--- config.mk ---
export PLATFORM = sky130hd
export DESIGN_NAME = piso_serializer_flat
export DESIGN_NICKNAME = d
export VERILOG_FILES = /design/src/rtl/piso_pkg.sv /design/src/rtl/piso_serializer_if.sv /design/src/rtl/piso_bit_counter.sv /design/src/rtl/piso_serializer.sv /design/src/flat_wrapper.sv
export SDC_FILE = /design/constraint.sdc
export NUM_CORES = 1
export LEC_CHECK = 0
export CAP_MARGIN = 30
export CELL_PAD_IN_SITES_DETAIL_PLACEMENT = 1
export CELL_PAD_IN_SITES_GLOBAL_PLACEMENT = 1
export CORE_UTILIZATION = 39
export DETAILED_ROUTE_END_ITERATION = 8
export GPL_TIMING_DRIVEN = 0
export PLACE_DENSITY = 0.85
export RECOVER_POWER = 100
export SKIP_LAST_GASP = 1
export SYNTH_ARGS = -nofsm -noshare
export SYNTH_HDL_FRONTEND = slang
export SYNTH_SLANG_ARGS = --single-unit
--- constraint.sdc ---
create_clock -name clk -period 4.14 [get_ports clk]
set_clock_uncertainty 0.2 [all_clocks]
set_input_delay 0.414 -clock clk [delete_from_list [all_inputs] [get_ports clk]]
set_output_delay 0.414 -clock clk [all_outputs]
set_load 0.02 [all_outputs]
--- src/rtl/piso_pkg.sv ---
// Shared constants and helpers for the PISO serializer.
// State encoding, default word width and counter sizing.
package piso_pkg;

    localparam logic [1:0] ST_IDLE  = 2'd0;
    localparam logic [1:0] ST_SHIFT = 2'd1;
    localparam logic [1:0] ST_GAP   = 2'd2;

    typedef logic [1:0] state_t;

    localparam int WIDTH_DEF = 8;
    localparam int CNT_W     = $clog2(WIDTH_DEF);

    // The counter also times gaps of up to 15 cycles.
    function automatic int cnt_w(input int w);
        return ($clog2(w) > 4) ? $clog2(w) : 4;
    endfunction

endpackage

--- src/rtl/piso_serializer_if.sv ---
// Load handshake and serial output bundle of the PISO serializer.
// master drives words in, slave is the serializer.
interface piso_serializer_if #(
    parameter int WIDTH = piso_pkg::WIDTH_DEF
);
    logic [WIDTH-1:0] data_in;
    logic             load_valid;
    logic             load_ready;
    logic             serial_out;
    logic             ser_en;
    logic             busy;
    logic             done;

    modport master (
        output data_in, load_valid,
        input  load_ready, serial_out, ser_en, busy, done
    );

    modport slave (
        input  data_in, load_valid,
        output load_ready, serial_out, ser_en, busy, done
    );
endinterface

--- src/rtl/piso_bit_counter.sv ---
// Wrapping counter with clear; terminal count at i_last.
// Times both the bits of a word and the inter-word gap.
module piso_bit_counter #(
    parameter int CW = 4
) (
    input  logic          clk,
    input  logic          rst,
    input  logic          i_clr,
    input  logic          i_en,
    input  logic [CW-1:0] i_last,
    output logic [CW-1:0] o_cnt,
    output logic          o_tc
);
    logic [CW-1:0] r_cnt;

    assign o_cnt = r_cnt;
    assign o_tc  = (r_cnt == i_last);

    always_ff @(posedge clk) begin
        if (!rst)
            r_cnt <= '0;
        else if (i_clr)
            r_cnt <= '0;
        else if (i_en)
            r_cnt <= o_tc ? '0 : r_cnt + 1'b1;
    end
endmodule

--- src/rtl/piso_serializer.sv ---
// Parallel-in/serial-out transmitter with a one-word holding buffer.
// Words stream back to back unless an idle gap is configured.
module piso_serializer
    import piso_pkg::*;
#(
    parameter int WIDTH      = WIDTH_DEF,
    parameter bit LSB_FIRST  = 1'b1,
    parameter int GAP_CYCLES = 0
) (
    input  logic clk,
    input  logic rst,
    piso_serializer_if.slave bus
);
    localparam int CW = cnt_w(WIDTH);
    localparam logic [CW-1:0] SH_LAST = CW'(WIDTH - 1);
    localparam logic [CW-1:0] DN_CNT  = CW'(WIDTH - 2);
    localparam logic [CW-1:0] GP_LAST =
        (GAP_CYCLES > 0) ? CW'(GAP_CYCLES - 1) : '0;
    localparam bit HAS_GAP = (GAP_CYCLES > 0);

    state_t           r_state;
    state_t           w_state_nx;
    logic [WIDTH-1:0] r_sr;
    logic [WIDTH-1:0] w_sr_nx;
    logic [WIDTH-1:0] r_hold;
    logic [WIDTH-1:0] w_word;
    logic             r_hold_full;
    logic             w_hold_full_nx;
    logic             r_serial;
    logic             r_ser_en;
    logic             r_busy;
    logic             r_done;
    logic             w_acc;
    logic             w_tc;
    logic             w_last;
    logic             w_gap_end;
    logic             w_pend;
    logic             w_start;
    logic             w_clr;
    logic [CW-1:0]    w_cnt;
    logic [CW-1:0]    w_cnt_last;

    // Shift register always moves toward bit 0, so MSB-first words
    // are bit-reversed on load.
    function automatic logic [WIDTH-1:0] orient(
        input logic [WIDTH-1:0] w
    );
        logic [WIDTH-1:0] o;
        for (int i = 0; i < WIDTH; i++)
            o[i] = LSB_FIRST ? w[i] : w[WIDTH-1-i];
        return o;
    endfunction

    assign bus.load_ready = rst & ~r_hold_full;
    assign bus.serial_out = r_serial;
    assign bus.ser_en     = r_ser_en;
    assign bus.busy       = r_busy;
    assign bus.done       = r_done;

    assign w_acc     = bus.load_valid & bus.load_ready;
    assign w_last    = (r_state == ST_SHIFT) & w_tc;
    assign w_gap_end = (r_state == ST_GAP) & w_tc;
    assign w_pend    = r_hold_full | w_acc;
    assign w_start   = ((r_state == ST_IDLE) & w_acc)
                     | (w_last & ~HAS_GAP & w_pend)
                     | (w_gap_end & w_pend);
    assign w_word     = r_hold_full ? r_hold : bus.data_in;
    assign w_cnt_last = (r_state == ST_GAP) ? GP_LAST : SH_LAST;
    assign w_clr      = w_start | (w_state_nx == ST_IDLE);

    always_comb begin
        w_state_nx     = r_state;
        w_sr_nx        = r_sr;
        w_hold_full_nx = r_hold_full;
        if (w_start) begin
            w_state_nx     = ST_SHIFT;
            w_sr_nx        = orient(w_word);
            w_hold_full_nx = 1'b0;
        end else begin
            if (w_acc)
                w_hold_full_nx = 1'b1;
            unique case (1'b1)
                (r_state == ST_SHIFT) & ~w_tc:
                    w_sr_nx = r_sr >> 1;
                w_last:
                    w_state_nx = HAS_GAP ? ST_GAP : ST_IDLE;
                w_gap_end:
                    w_state_nx = ST_IDLE;
                default: ;
            endcase
        end
    end

    piso_bit_counter #(.CW(CW)) u_cnt (
        .clk    (clk),
        .rst    (rst),
        .i_clr  (w_clr),
        .i_en   (1'b1),
        .i_last (w_cnt_last),
        .o_cnt  (w_cnt),
        .o_tc   (w_tc)
    );

    always_ff @(posedge clk) begin
        if (!rst) begin
            r_state     <= ST_IDLE;
            r_sr        <= '0;
            r_hold      <= '0;
            r_hold_full <= 1'b0;
            r_serial    <= 1'b0;
            r_ser_en    <= 1'b0;
            r_busy      <= 1'b0;
            r_done      <= 1'b0;
        end else begin
            r_state     <= w_state_nx;
            r_sr        <= w_sr_nx;
            r_hold_full <= w_hold_full_nx;
            if (w_acc & ~w_start)
                r_hold <= bus.data_in;
            r_ser_en <= (w_state_nx == ST_SHIFT);
            r_serial <= (w_state_nx == ST_SHIFT) & w_sr_nx[0];
            // Bit WIDTH-2 now means the last bit shows next cycle.
            r_done   <= (r_state == ST_SHIFT) & (w_cnt == DN_CNT);
            r_busy   <= (w_state_nx != ST_IDLE) | w_hold_full_nx;
        end
    end
endmodule
--- src/flat_wrapper.sv ---
// flat-port wrapper written by rule: the top's interface ports become plain ports
module piso_serializer_flat import piso_pkg::*;
#(
    parameter int WIDTH      = WIDTH_DEF,
    parameter bit LSB_FIRST  = 1'b1,
    parameter int GAP_CYCLES = 0
)
  (clk, rst, bus_data_in, bus_load_valid, bus_load_ready, bus_serial_out, bus_ser_en, bus_busy, bus_done);
  piso_serializer_if #(.WIDTH(WIDTH)) bus_i ();
  input  logic clk;
  input  logic rst;
  input wire logic [$bits(bus_i.data_in)-1:0] bus_data_in;
  input wire logic [$bits(bus_i.load_valid)-1:0] bus_load_valid;
  output wire logic [$bits(bus_i.load_ready)-1:0] bus_load_ready;
  output wire logic [$bits(bus_i.serial_out)-1:0] bus_serial_out;
  output wire logic [$bits(bus_i.ser_en)-1:0] bus_ser_en;
  output wire logic [$bits(bus_i.busy)-1:0] bus_busy;
  output wire logic [$bits(bus_i.done)-1:0] bus_done;
  assign bus_i.data_in = bus_data_in;
  assign bus_i.load_valid = bus_load_valid;
  assign bus_load_ready = bus_i.load_ready;
  assign bus_serial_out = bus_i.serial_out;
  assign bus_ser_en = bus_i.ser_en;
  assign bus_busy = bus_i.busy;
  assign bus_done = bus_i.done;
  piso_serializer #(.WIDTH(WIDTH), .LSB_FIRST(LSB_FIRST), .GAP_CYCLES(GAP_CYCLES)) u_core (.clk(clk), .rst(rst), .bus(bus_i));
endmodule
### After elaboration in Yosys (flattened, before gate mapping)

Cells that the tools add are included.

* bits in registers: 27
* latch bits: 0
* memory bits (writable): 0
* memory bits (read-only): 0
* input bits: 11
* output and inout bits: 5
* logic and storage cells: 50
* memories kept: 0

* add/subtract/negate cells: 1
* multiply operators: 0
* div/mod/pow operators: 0
* magnitude comparators: 0
* equal/unequal tests: 5
* shift operators: 0
* mux-type cells: 8
* bitwise logic cells: 20
* reductions and logical operators: 6

Operators with widths (count)
* $mux 8: 3
* $and 1x1->1: 11
* $or 1x1->1: 5
* $add 4x1->4 const B: 1
* $eq 2x1->1 const B: 2
* $eq 4x3->1 const B: 1
* $eq 4x4->1: 1
* $logic_not 2->1: 2
* $mux 2: 2
* $not 1->1: 4
* $reduce_bool 2->1: 2
* $mux 3: 1
* $reduce_or 3->1: 1
* $eq 2x2->1 const B: 1
* $mux 1: 2
* $reduce_or 2->1: 1

### Longest topological paths before layout

* depth after elaboration: 11
* mapped depth: 6

### Hierarchy

A second synthesis with hierarchy kept.

* cell total of the unflattened synthesis: 146
* area total of the unflattened synthesis: 1388.8 um^2

By module, submodules not included
* piso_serializer: instances 1, cells an instance 118, area each 1081.0 um^2, sequential area each 440.4 um^2
* piso_bit_counter: instances 1, cells an instance 28, area each 307.8 um^2, sequential area each 80.1 um^2

### Least setup slack after synthesis

OpenSTA, ideal clock, no wires.

* kind: register to register
* start point: reg u_core.u_cnt.r_cnt[0], in the netlist u_core.u_cnt.o_cnt[0]
* end point: reg u_core.r_sr[1]
* setup time: 91 ps
* arrival time: 1380 ps
* required time: 3849 ps
* setup slack: 2470 ps
* cell stages (with the launch flop): 5
* path buffers: 0
* clock period less this slack: 1670 ps
* cell sequence: dfxtp_1 or4_4 o21ai_4 nand2_4 a311oi_1

* cells in the longest elaborated chain, start to end: 6
* elaborated cells on any way between the ends: 11
* those cells by class: eq/ne (1); mux (1); bitwise (8); reduce/logical (1)

Ends and longest elaborated chain
* from (decl): RTL line piso_bit_counter.sv:14 `logic [CW-1:0] r_cnt;`
* from (signal assigned): RTL line piso_bit_counter.sv:25 `r_cnt <= o_tc ? '0 : r_cnt + 1'b1;`
* $eq 4x4->1 (*): RTL line piso_bit_counter.sv:17 `assign o_tc = (r_cnt == i_last);`
* $and 1x1->1: RTL line piso_serializer.sv:61 `assign w_last = (r_state == ST_SHIFT) & w_tc;`
* $and 1x1->1: RTL line piso_serializer.sv:65 `| (w_last & ~HAS_GAP & w_pend)`
* $or 1x1->1: RTL line piso_serializer.sv:65
* $or 1x1->1: RTL line piso_serializer.sv:66 `| (w_gap_end & w_pend);`
* $mux 8 / $reduce_bool 2->1 (equally long branches)
* to (signal assigned): RTL line piso_serializer.sv:116 `r_sr <= w_sr_nx;`
* to (decl): RTL line piso_serializer.sv:23 `logic [WIDTH-1:0] r_sr;`

Mark *: on every way between the ends. The rest lies on a longest branch, timed or not.
A chain may end at the register's enable or synchronous reset.

### Worst setup path in the final report

* start point: in rst
* end point: out bus_load_ready

* cells in the longest elaborated chain, start to end: 1

Ends and longest elaborated chain
* from (decl): RTL line flat_wrapper.sv:11 `input logic rst;`
* $and 1x1->1: RTL line piso_serializer.sv:54 `assign bus.load_ready = rst & ~r_hold_full;`
* to (decl): RTL line flat_wrapper.sv:14 `output wire logic [$bits(bus_i.load_ready)-1:0] bus_load_ready;`

Every way passes these cells.

==> out/qor.log <==
[critical_path] WS Path Type in2out
[status] status finished clean
[grt] aggregate global-route resource usage 21.56%
[timing] unrepaired setup endpoints after global routing false
[place] # port buffers 14
[layout] antenna cell count 0
[timing] Final Hold Vio Count 0
[floorplan] horizontal die dimension 59.21 µm
[critical_path] largest fanout on the critical path 9
[clock_tree] clock tree from TritonCTS done
[synthesis] post-synthesis instance total 158
[clock_tree] buffers inserted during post-CTS setup optimization 0
[clock_tree] total CTS buffers 3
[clock_tree] clock sinks 26
[timing] Total Negative Setup Slacks 0 ns
[timing] final setup violation count 0
[synthesis] post-synth net total 171
[timing] final critical-path setup slack 1.232 ns
[floorplan] count of pins on the block boundary 16
[detailed_routing] antenna-violating nets left 0
[timing] Tcrit/Tclk final 70.23%
[floorplan] Cell Rows 20
[layout] most common cell after layout, fill and taps aside dfxtp_1
[place] half-perimeter wire length after detailed placement 2.456 mm
[grt] global-route wire length before repair 5.733 mm
[layout] area growth from synthesis to final layout 15.69%
[power_and_ir_drop] cell area power density 317.3 mW/mm²
[detailed_routing] drt total wl 3.215 mm
[critical_path] endpoint class of the critical path primary output
[detailed_routing] DRC viols 0
[synthesis] netlist area before placement 0.001276 mm²
[timing] fmax 0.3439 GHz
[detailed_routing] initial DRC count 17
[layout] fraction of layout instances using a drive strength above 1 8.571%
[clock_tree] largest buffer count on any clock path 2
[synthesis] top_reg_cell synth dfxtp_1
[synthesis] post-synthesis sequential area ratio 40.78%
[synthesis] yosys synthesis warning count 0
[grt] number of global-route vias before repair 1232
[floorplan] Initial Utilization 41.46%
[layout] Final Instance Count excl. Fillers 219
[timing] Max Slew Vio Count 0
[layout] post-route standard cell area excluding fillers 0.001476 mm²
[synthesis] number of flops mapped to enable cells by yosys 0
[critical_path] arrival time of the worst setup path 2.29 ns
[power_and_ir_drop] Max rail drop VDD 0.0001955 V
[detailed_routing] DRT Pass-1 Iters 4
[clock_tree] count of instances resized after the clock tree is built 0
[timing] actual slew at the worst max-slew pin 0.7788 ns
[clock_tree] Clock Latency Late Sink 0.32 ns
[synthesis] Synth async-reset ratio 0%
[synthesis] Synth Register Bits 26
[synthesis] count of distinct cell types in the synthesized netlist 36
[grt] GR Overflow Total 0
[floorplan] die outline height 59.21 µm
[place] total placed instance area 0.001471 mm²
[floorplan] area of the core 0.003078 mm²
[layout] most frequent cells in the layout 26 x dfxtp_1, 25 x nand2_1, 15 x nor2_1, 14 x a21oi_1, 11 x nand3_1
[floorplan] floorplan die area 0.003505 mm²
[clock_tree] cts-stage hold buffer count 0
[hold_path] worst min path class in2reg
[place] number of placed instances, taps included 216
[power_and_ir_drop] Leakage Power 0.5164 nW
[clock_tree] clock-pin slew on the worst setup and hold paths 0.13 ns
[grt] largest net degree at the start of global routing 14
[synthesis] Post-Synthesis Mean Instance Area 8.077 µm²
[flow_run] number of max-cap violations 0
[timing] worst hold slack after final layout 0.2590 ns
[grt] initial antenna violation count 0
[place] final weighted congestion in routability-driven placement 0.7990
[critical_path] endpoint required time on the critical path 3.53 ns
[critical_path] kind of start point of the critical path input port
[layout] Final #Nets 190
[clock_tree] number of H-tree levels 1
[timing] worst slew slack as a fraction of its limit 47.68%
[power_and_ir_drop] total chip power 0.4685 mW
[place] worst setup slack after placement 1.405 ns
[detailed_routing] number of vias in the routed layout 1178
[detailed_routing] post-detailed-route wirelength per cell 14.68 µm
[clock_tree] CTS Root Buffer Type clkbuf_4
[detailed_routing] DR vias/cell 5.379
[layout] Core Util, Final 47.97%
[timing] shortest period the worst path allows 2.908 ns
## cell families after synthesis
group	synth area share, %
AND/OR/NAND/NOR	29.90
AO/OA/AOI/OAI	21.18
buffers and inverters	4.608
multiplexers	0.8823
flip-flops	40.78
adder cells (fa/ha/maj)	1.960
XOR/XNOR	0.6864
## state kept, by name, summed over array words and instances, names as in the netlist
register,flops
u_core.r_hold,8
u_core.r_sr,7
u_core.u_cnt.o_cnt,4
u_core.r_state,2
u_core.bus.busy,1
u_core.bus.done,1
u_core.bus.ser_en,1
u_core.bus.serial_out,1
u_core.r_hold_full,1
## cell usage after synthesis (2+ instances only)
library cell,n,area (µm²)
nor3_1,7,35.03
nand3_1,11,55.05
nor2b_1,6,37.54
clkbuf_1,3,11.26
ha_1,2,25.02
nand2b_1,3,18.77
nor4_1,2,12.51
dfxtp_1,26,520.5
inv_1,5,18.77
nand2_1,25,93.84
a21oi_1,14,70.07
a311oi_1,6,52.55
buf_2,2,10.01
nor2_1,15,56.30
o21ai_0,10,50.05
## worst max-delay path: stages
cell and delay [ns]:
dlygate4sd3_1 0.63, inv_1 0.17, clkbuf_1 0.36, nor2_1 0.06
dlygate4sd3_1 0.66
## report_power, final
part           switching (mW)  total (mW)  leakage (nW)  internal, mW
sequential            0.00692       0.269         0.212         0.262
combinational          0.0556      0.0927         0.291        0.0371
clock                  0.0723       0.107        0.0138        0.0342
total                   0.135       0.469         0.516         0.334
## routing by layer
layer	GRT usage [%]	vias up	wire length [µm]
li1	-	594	-
met1	29.72	558	1591
met2	34.19	20	1493
met3	1.965	6	65
met4	9.524	0	65
met5	0	-	0
## worst paths after layout
path | slack (ns) | startpoint | cells after the start | endpoint
worst max-delay path | 1.23 | rst | 5 | bus_load_ready
worst min-delay path | 0.26 | bus_load_valid | 2 | u_core.bus.busy
worst max register to register | 2.09 | u_core.u_cnt.o_cnt[3] | 4 | u_core.r_hold[3]
worst min register to register | 0.27 | u_core.r_hold[1] | 2 | u_core.r_hold[1]
## layout make-up
cell class / instances / area [µm²]
fill: 397 / 1602
multi-input combinational: 120 / 679.4
sequential: 26 / 520.5
timing repair buffer: 14 / 140.1
tap: 44 / 55.05
buffer: 7 / 40.04
clock buffer: 3 / 22.52
inverter: 5 / 18.77
(Power assumes the default switching activity.)
==> edit 1: new RTL, config.mk and constraints unchanged <==
`WIDTH_DEF`: 8 -> 16.
--- a/src/rtl/piso_pkg.sv
+++ b/src/rtl/piso_pkg.sv
@@ -8,7 +8,7 @@
 
     typedef logic [1:0] state_t;
 
-    localparam int WIDTH_DEF = 8;
+    localparam int WIDTH_DEF = 16;
     localparam int CNT_W     = $clog2(WIDTH_DEF);
 
     // The counter also times gaps of up to 15 cycles.
Ports: changed (resized bus_data_in); port bits go from 16 to 24. The function was not compared with the original's and may differ.
==> edit 1 against the original RTL <==
- wire length is 54% higher
- final area grew 56%
- critical path depth stayed put
- total power is 97% higher
- via count increased by 53%
- sequential cell count rose by 16
- synthesized area increased by 51%
- setup slack improved by 0.19 ns
- clock power rose to 3.0 times the old value
- first-iteration DRC count rose to 6.6 times the old value
- global-route usage shrank 0.67 points
==> edit 1: results (changes against the original RTL) <==
| Metric | Value |
|---|---|
| Status | finished, final reports clean |
| GRT Total Usage | 0.209 (-0.00667) |
| Fin Hold WS | 0.263 ns (+0.00368 ns) |
| Crit path DAT | 2.68 ns (+0.39 ns) |
| Synth Area in Compound Gates | 0.234 (+0.0226) |
| Placer's final routability congestion estimate | 0.793 (-0.73%) |
| Flop-to-flop setup slack | 1.42 ns (-0.67 ns) |
| Post-Synth Adder-Cell Area | 0.0130 (-0.00659) |
| Fmax achieved | 0.368 GHz (+6.9%) |
| Cell family with most CP delay | compound AO/OA/AOI/OAI gates |
| Mux contribution to synthesized area | 0.0169 (+0.00810) |
| Placed Instances | 332 (+54%) |
| Max FFs per register | 16 (+8) |
| Mean post-synth cell area | 7.88 µm² (-2.5%) |
| DRT Wirelength | 4960 µm (+54%) |
| Number of buffers created by CTS | 5 (+2) |
| Share of cells above drive strength 1 | 0.0549 (-0.0308) |
| Slowest CP cell | nor4_1 |
| WHS Endpoint | u_core.r_hold[14]$_SDFFE_PN0P_ |
| Slowest cell delay on critical path | 0.71 ns (+0.05 ns) |
| Post-synth ARST share | 0 (unchanged) |
| First DRT Iteration DRCs | 112 (+95) |
| Root buffer cell | clkbuf_8 |
| Worst skew pair latency | 0.30 ns (-0.02 ns) |
| Lkg Pwr | 0.000816 µW (+58%) |
| Via density | 5.31 (-1.2%) |
| Hpwl dp | 3580 µm (+46%) |
| Sw Ratio | 0.276 (-0.0115) |
| Path type of the worst min-delay path | reg2reg |
| Fin cells | 340 (+55%) |
| First-pass GRT wire length | 8450 µm (+47%) |
| Setup slack at placement | 2.05 ns (+0.648 ns) |
| Clock share of power | 0.353 (+0.126) |
| Synth top area cells | dfxtp_1, nand2_1, o21ai_0 |
| Hold Crit Start | u_core.r_hold[14]$_SDFFE_PN0P_ |
| Setup Crit Path Kind | reg2reg |
| Nets@finish | 293 (+54%) |
| Normalized max-slew margin | 0.480 (+0.00364) |
| VDD IR max | 0.182 mV (-7.0%) |
| Synth Area in XOR/XNOR | 0.00911 (+0.00225) |
| Clk slew on worst S/H paths | 0.09 ns (-0.04 ns) |
| Vias in the first global route | 1781 (+45%) |
| Worst setup path end | u_core.r_sr[7]$_SDFFE_PN0P_ |
| Synth Register Bits | 42 (+62%) |
| Router iterations before antenna repair | 4 (unchanged) |
| Crit-path max FO | 10 (+1) |
| R2r startpoint | u_core.u_cnt.o_cnt[0]$_SDFF_PP0_ |
| Reg2Reg Depth | 5 (+1) |
| Synth top cells by count | nand2_1, dfxtp_1, o21ai_0, nand3_1 |
| Register area share after synthesis | 0.438 (+0.0297) |
[edit 1: cell count changes after synthesis, sizes merged, moves of 11 or more]
cell	change
o221ai	+14
clkbuf	+11
dfxtp	+16
a21oi	-12
nand2	+36
o21ai	+34
[edit 1: stage by stage]
step           cell area, µm²   util  total power [µW]
2_1_floorplan            1920      -               552
3_3_place_gp             2220  0.469               608
3_5_place_dp             2220  0.469               612
4_1_cts                  2320  0.492               938
5_1_grt                  2300  0.487               965
6_report                 2300  0.487               922
[edit 1: final cells by class]
class	instances	area, µm²
buffer	21	82.6
clock buffer	5	68.8
clock inverter	3	40.0
fill	580	2420
inverter	3	11.3
multi-input combinational	178	962
sequential	42	841
tap	67	83.8
timing repair buffer	21	210
[edit 1: layer usage]
metal / share of wire / up-vias / track usage
met4: 0.014 / 0 / 0.0850
li1: - / 911 / -
met5: 0 / - / 0
met3: 0.022 / 6 / 0.0417
met2: 0.46 / 22 / 0.329
met1: 0.51 / 867 / 0.280
==> edit 2: new RTL, same settings <==
Made on the original files. Make the reset (`rst`) asynchronous in 2 clocked blocks.
--- a/src/rtl/piso_bit_counter.sv
+++ b/src/rtl/piso_bit_counter.sv
@@ -16,7 +16,7 @@
     assign o_cnt = r_cnt;
     assign o_tc  = (r_cnt == i_last);
 
-    always_ff @(posedge clk) begin
+    always_ff @(posedge clk or negedge rst) begin
         if (!rst)
             r_cnt <= '0;
         else if (i_clr)
--- a/src/rtl/piso_serializer.sv
+++ b/src/rtl/piso_serializer.sv
@@ -101,7 +101,7 @@
         .o_tc   (w_tc)
     );
 
-    always_ff @(posedge clk) begin
+    always_ff @(posedge clk or negedge rst) begin
         if (!rst) begin
             r_state     <= ST_IDLE;
             r_sr        <= '0;
Behaviour: differs if rst is asserted again (counterexample within 4 cycles, from zero or initial values and one cycle with rst low); with rst held inactive, the same outputs for 10 cycles.
==> edit 2 against the original RTL <==
- final area is the same
- sequential cell count unchanged
- register-to-register slack got worse by 0.55 ns
- via count shrank 27%
- synthesized cell count is 31% lower
- first-iteration DRC count fell by 35%
- setup slack worse by 0.31 ns
- non-clock buffer count stayed put
- synthesized area shrank 2.2%
- wire length is 28% lower
- critical endpoint is now u_core.r_hold[3]$_DFFE_PN0P_
- core utilization increased by 0.39 points
Power is not compared: it rests on default switching activity, and its combinational part moved more than twofold at a synthesized area within 25%.
==> edit 2: results (changes against the original RTL) <==
| Metric | Value |
|---|---|
| Status | finished, final reports clean |
| WL met1 | 1010 µm (-37%) |
| WHS Endpoint | u_core.r_sr[1]$_DFFE_PN0P_ |
| Fin cells | 173 (-21%) |
| Router iterations before antenna repair | 2 (-2) |
| First DRT Iteration DRCs | 11 (-6) |
| Hold Crit Start | u_core.r_sr[2]$_DFFE_PN0P_ |
| Largest net degree at the start of global routing | 17 (+3) |
| Setup slack at placement | 0.878 ns (-0.527 ns) |
| Syn Inst Count | 109 (-31%) |
| Synth cell types | 32 (-11%) |
| Crit-path max FO | 16 (+7) |
| Nets@finish | 143 (-25%) |
| Synth top cells by count | dfrtp_1, nand2_1, mux2i_1, mux2_2, nor2_1 |
| Fin Hold WS | 0.297 ns (+0.0376 ns) |
| Normalized max-slew margin | 0.186 (-0.291) |
| Vias in the first global route | 850 (-31%) |
| Metal2 WL | 1230 µm (-17%) |
| Net Count, Synth | 122 (-29%) |
| Placer's final routability congestion estimate | 0.781 (-2.2%) |
| First-pass GRT wire length | 3940 µm (-31%) |
| Register area share after synthesis | 0.521 (+0.113) |
| Path type of the worst min-delay path | reg2reg |
| Minimum clock period | 3.22 ns (+0.314 ns) |
| Wire per inst | 13.4 µm (-9.0%) |
| Crit path DAT | 3.23 ns (+0.94 ns) |
| DR vias | 856 (-27%) |
[edit 2: cell count changes after synthesis, moves of 9 or more]
cell / unedited run / this run
dfrtp_1: 0 / 26
dfxtp_1: 26 / 0
nand2_1: 25 / 11
a21oi_1: 14 / 4
nand3_1: 11 / 1
mux2i_1: 0 / 9
[edit 2: layout make-up]
cell class | instances | area [µm²] | area share
Clock buffer | 4 | 36.3 | 0.0246
Multi-Input combinational cell | 71 | 507 | 0.343
Inverter | 7 | 26.3 | 0.0178
Buffer | 5 | 23.8 | 0.0161
Timing Repair Buffer | 16 | 178 | 0.120
Sequential cell | 26 | 651 | 0.441
Tap cell | 44 | 55.1 | 0.0373
[edit 2: worst max-delay path by stage]
| stage | cells after the start | endpoint | from |
|---|---|---|---|
| after floorplan | 4 | u_core.r_hold[0]$_DFFE_PN0P_ | rst |
| after global placement | 5 | u_core.r_hold[5]$_DFFE_PN0P_ | rst |
| after detailed placement | 6 | u_core.r_hold[7]$_DFFE_PN0P_ | rst |
| after CTS | 4 | bus_load_ready | rst |
| after global routing | 6 | u_core.r_hold[3]$_DFFE_PN0P_ | rst |
| final | 6 | u_core.r_hold[3]$_DFFE_PN0P_ | rst |
[edit 2: where the power goes]
group,leakage [µW],internal (µW),switching (µW)
clock network,0.0000210,53.7,73.7
registers,0.000319,360,63.0
logic,0.000326,210,220
total,0.000666,625,357
[edit 2: per-stage QoR]
step,util,power [µW],instance area [µm²]
floorplan,-,770,1250
global placement,0.476,877,1450
detailed placement,0.485,907,1480
CTS,0.497,1040,1520
global route,0.484,1070,1480
finish,0.484,981,1480
[edit 2: cell families (layout without fill, tap and decap cells)]
group                      Yosys count  in the layout  share of synthesized area
adders and majority gates            2              2                     0.0200
DFF                                 26             26                      0.521
and+or+nand+nor                     34             34                      0.151
muxes                               17             17                      0.144
AOI/OAI and AO/OA                   17             17                      0.110
buffers and inverters               12             32                     0.0461
xor gates and xnor gates             1              1                    0.00702
[edit 2: critical path: stages]
cell and delay, ns:
dlygate4sd3_1 0.99, buf_16 0.22, nor2b_1 0.16, nand2_1 0.09, nor3_1 0.93, mux2_2 0.42
[edit 2: per-layer routing]
layer / track usage / up-vias
li1: - / 420
met3: 0.0198 / 2
met4: 0.0510 / 0
met5: 0 / -
met1: 0.186 / 425
met2: 0.281 / 9
